## src/rtl/enc4_arb.sv

```systemverilog
// Registered 4-to-2 request encoder with round-robin arbitration and valid/ACK handshake.
// Optional sticky overflow flag OVF is built in when ENC4_OVF_EN is defined.
module enc4_arb (
  input  logic CLK,
  input  logic RST,
  input  logic EN,
  input  logic D0,
  input  logic D1,
  input  logic D2,
  input  logic D3,
  input  logic ACK,
  output logic I0,
  output logic I1,
  output logic V
`ifdef ENC4_OVF_EN
  ,
  output logic OVF
`endif
);

  localparam logic S_IDLE  = 1'b0;
  localparam logic S_VALID = 1'b1;

  logic       r_state;
  logic [3:0] r_p;
  logic [1:0] r_last;
  logic [1:0] r_code;

  logic [3:0] w_req;
  logic [3:0] w_clr;
  logic       w_accept;
  logic [1:0] w_pick;

  // First pending index after the last grant, wrapping through all four lines.
  function automatic logic [1:0] rr_pick(input logic [3:0] p, input logic [1:0] last);
    logic [1:0] idx;
    logic       found;
    rr_pick = last;
    found   = 1'b0;
    for (int i = 1; i <= 4; i++) begin
      idx = last + 2'(i);
      if (!found && p[idx]) begin
        rr_pick = idx;
        found   = 1'b1;
      end
    end
  endfunction

  assign w_accept = (r_state == S_VALID) && ACK;
  assign w_clr    = w_accept ? (4'b0001 << r_code) : 4'b0000;
  assign w_req    = EN ? {D3, D2, D1, D0} : 4'b0000;
  assign w_pick   = rr_pick(r_p, r_last);

  // Set-wins capture: new requests are OR-ed in after the grant clear.
  always_ff @(posedge CLK or posedge RST) begin
    if (RST) begin
      r_p     <= 4'b0000;
      r_last  <= 2'b11;
      r_state <= S_IDLE;
      r_code  <= 2'b00;
    end else begin
      r_p <= (r_p & ~w_clr) | w_req;
      case (r_state)
        S_IDLE: begin
          if (|r_p) begin
            r_code  <= w_pick;
            r_state <= S_VALID;
          end
        end
        default: begin
          if (ACK) begin
            r_last  <= r_code;
            r_state <= S_IDLE;
          end
        end
      endcase
    end
  end

  assign V  = (r_state == S_VALID);
  assign I0 = r_code[0];
  assign I1 = r_code[1];

`ifdef ENC4_OVF_EN
  logic       r_ovf;
  logic [3:0] w_merge;

  // A request landing on a bit that is still pending and not being cleared is lost.
  assign w_merge = w_req & r_p & ~w_clr;

  always_ff @(posedge CLK or posedge RST) begin
    if (RST) r_ovf <= 1'b0;
    else     r_ovf <= r_ovf | (|w_merge);
  end

  assign OVF = r_ovf;
`endif

endmodule

```

## config.mk

```make
export PLATFORM = sky130hd
export DESIGN_NAME = enc4_arb
export DESIGN_NICKNAME = d
export VERILOG_FILES = /design/src/rtl/enc4_arb.sv
export SDC_FILE = /design/constraint.sdc
export NUM_CORES = 1
export LEC_CHECK = 0
export CORE_AREA = 2 2 39 41
export CTS_CLUSTER_DIAMETER = 150
export DETAILED_ROUTE_END_ITERATION = 10
export DIE_AREA = 0 0 41 43
export HOLD_SLACK_MARGIN = 0.05
export PLACE_DENSITY = 0.62
export SYNTH_ARGS = -nofsm -noshare
export SYNTH_HDL_FRONTEND = slang
export SYNTH_SLANG_ARGS = --single-unit
```

## constraint.sdc

```tcl
create_clock -name CLK -period 1.46 [get_ports CLK]
set_clock_uncertainty 0.15 [all_clocks]
set_input_delay 0.292 -clock CLK [delete_from_list [all_inputs] [get_ports CLK]]
set_output_delay 0.292 -clock CLK [all_outputs]
set_load 0.02 [all_outputs]
```

==> results.ini <==
[status]
status = finished clean

[worst_setup_path]
cp.required_ns = 1.45
ff2ff_setup_slack_ns = 0.04
arrival_ns = 1.41
worst-r2r-cell-count = 3
endpoint_kind = flip-flop
start_kind = flip-flop
critPathKind = reg -> reg
r2r_start = r_last[0]
reg2reg_to = r_code[0]
cp_max_fo = 4

[synthesis]
synthAdderAreaFrac = 0
synth_cells = 43
synthMuxAreaShare = 0.0461
synth_simple_gate_area_frac = 0.236
async_flop_share = 1.00
netlist_area_um2 = 462
ys_ff_latch = 9
synth_common_cells = 7 x dfrtp_1, 7 x nand2_1
synth_xor_xnor_area_share = 0
syn_area_per_cell_um2 = 10.7
synth_compound_area_frac = 0.192
ys_warn_count = 0
synth_top_family_by_area = simple AND/OR/NAND/NOR gates
synth_top_cell_by_area = dfrtp_1
synth_top_cell_area_share = 0.379
synth.top_cells.by_area = dfrtp_1 38%, dfstp_2 11%, nand2_1 5.7%
synth.distinct_cells = 25
seq_area_frac_synth = 0.493
syn-num-nets = 51
synth_edf_count = 0
ys.flop_type = dfrtp_1

[placement]
port_buffers = 10
hpwl_um = 707
placed_area_um2 = 594
place_congestion = 0.759

[detailed_routing]
first_pass_iters = 4
drt_iter0_markers = 4
drcViolationCount = 0
routed_wl_um = 915
viasPerCell = 5.25
postRouteAntennaNets = 0
wl_per_cell_um = 12.2
vias = 394

[global_route]
grt_pass1_wl_um = 1610
overflow = 0
grt_max_degree = 10
track_usage = 0.139
grt_pass1_vias = 395
antenna_found_initial = 0

[power]
peakVddDrop_uv = 802
leakage_nw = 0.268
finalPower_mw = 1.08
powerDensity_nw_per_um2 = 1730

[sta]
relSlewSlack = 0.763
period_minus_slack_ns = 1.42
setup_violations = 0
hold-worst-slack_ns = 0.142
drv_slew = 0
rsz0062_at_grt = no
post-route-period-util = 0.973
finalHoldViolations = 0
fmax_mhz = 704
tightest_slew_ns = 0.354

[floorplanning]
die_y_um = 43
placeableCoreArea_um2 = 1380
dieArea_um2 = 1760
initial_core_util = 0.334
io_pins = 11
rows = 14
die_w_um = 41

[clock_tree]
cts_setup_buffers = 0
cts_tree = built
numCtsBuffers = 3
insertion_delay_ns = 0.26
clock_sinks = 9
holdBufCountCts = 0
cts-root-buf = clkbuf_4
clk_pin_slew_ns = 0.06
ctsLongestPathBuffers = 2
htree_levels = 1
cts_resized = 3

[min_path]
hold_class = in -> async

[layout]
final_area_um2 = 626
fin_util = 0.452
fin_nets = 68
n_antenna_cell = 0
syn_to_final_growth_pct = 35.5
drive_gt1_frac = 0.220

[flow_run]
max-cap-violations = 0

## how the worst max path moves through the flow
stage	start	endpoint	cells after the start
floorplan	V	r_code[0]	3
global placement	ACK	r_p[0]	4
detailed placement	ACK	r_p[0]	4
CTS	r_last[0]	r_code[0]	3
global route	r_last[0]	r_code[0]	3
finish	r_last[0]	r_code[0]	3
## cells by family after synthesis
family / after synthesis
compound gates: 12
buf+inv: 2
flops: 9
mux: 2
simple gates: 18
## placed cells by master (no fill, tap or decap), drive strengths merged, types with 2 or more instances in the layout
cell and n:
nand2 7, a21oi 2, or2b 3, dfrtp 7, o21ai 2, o31ai 2, a22o 2, buf 3
clkdlybuf4s50 7, clkbuf 4, dfstp 2, dlygate4sd2 3, or2 2
## registers in the layout, indices dropped and copies added, names as in the netlist
signal,cells
r_code,2
r_p,4
V,1
r_last,2
## stage by stage
step	std cells	TNS, ns	setup WS (ns)
after global routing	75	0	0.00110
after floorplan	43	0	0.0984
after detailed placement	71	-0.102	-0.0537
final	75	0	0.0398
after global placement	71	-0.0387	-0.0262
after CTS	75	0	0.0373
## worst max-delay path, stage by stage (launching register included)
cell     delay (ns)
dfstp_2        0.55
or2b_1         0.11
a21oi_1        0.06
o41a_1         0.42
## where the power goes
group / switching, mW / total, mW / internal (mW)
logic: 0.185 / 0.405 / 0.220
clock network: 0.0902 / 0.196 / 0.106
registers: 0.117 / 0.481 / 0.364
total: 0.392 / 1.08 / 0.689
## metal layers
metal,routed length [um],GRT usage,vias up
met4,20,0.100,0
li1,-,-,189
met3,37,0.0314,2
met2,434,0.194,10
met1,422,0.181,193
met5,0,0,-
## cell type report
cell class	instances	area, um2
Sequential cell	9	229
Fill cell	140	758
Inverter	1	3.75
Clock buffer	4	26.3
Tap cell	16	20.0
Multi-Input combinational cell	32	228
Timing Repair Buffer	13	119
Note: power is estimated with default switching activity, not from simulation.
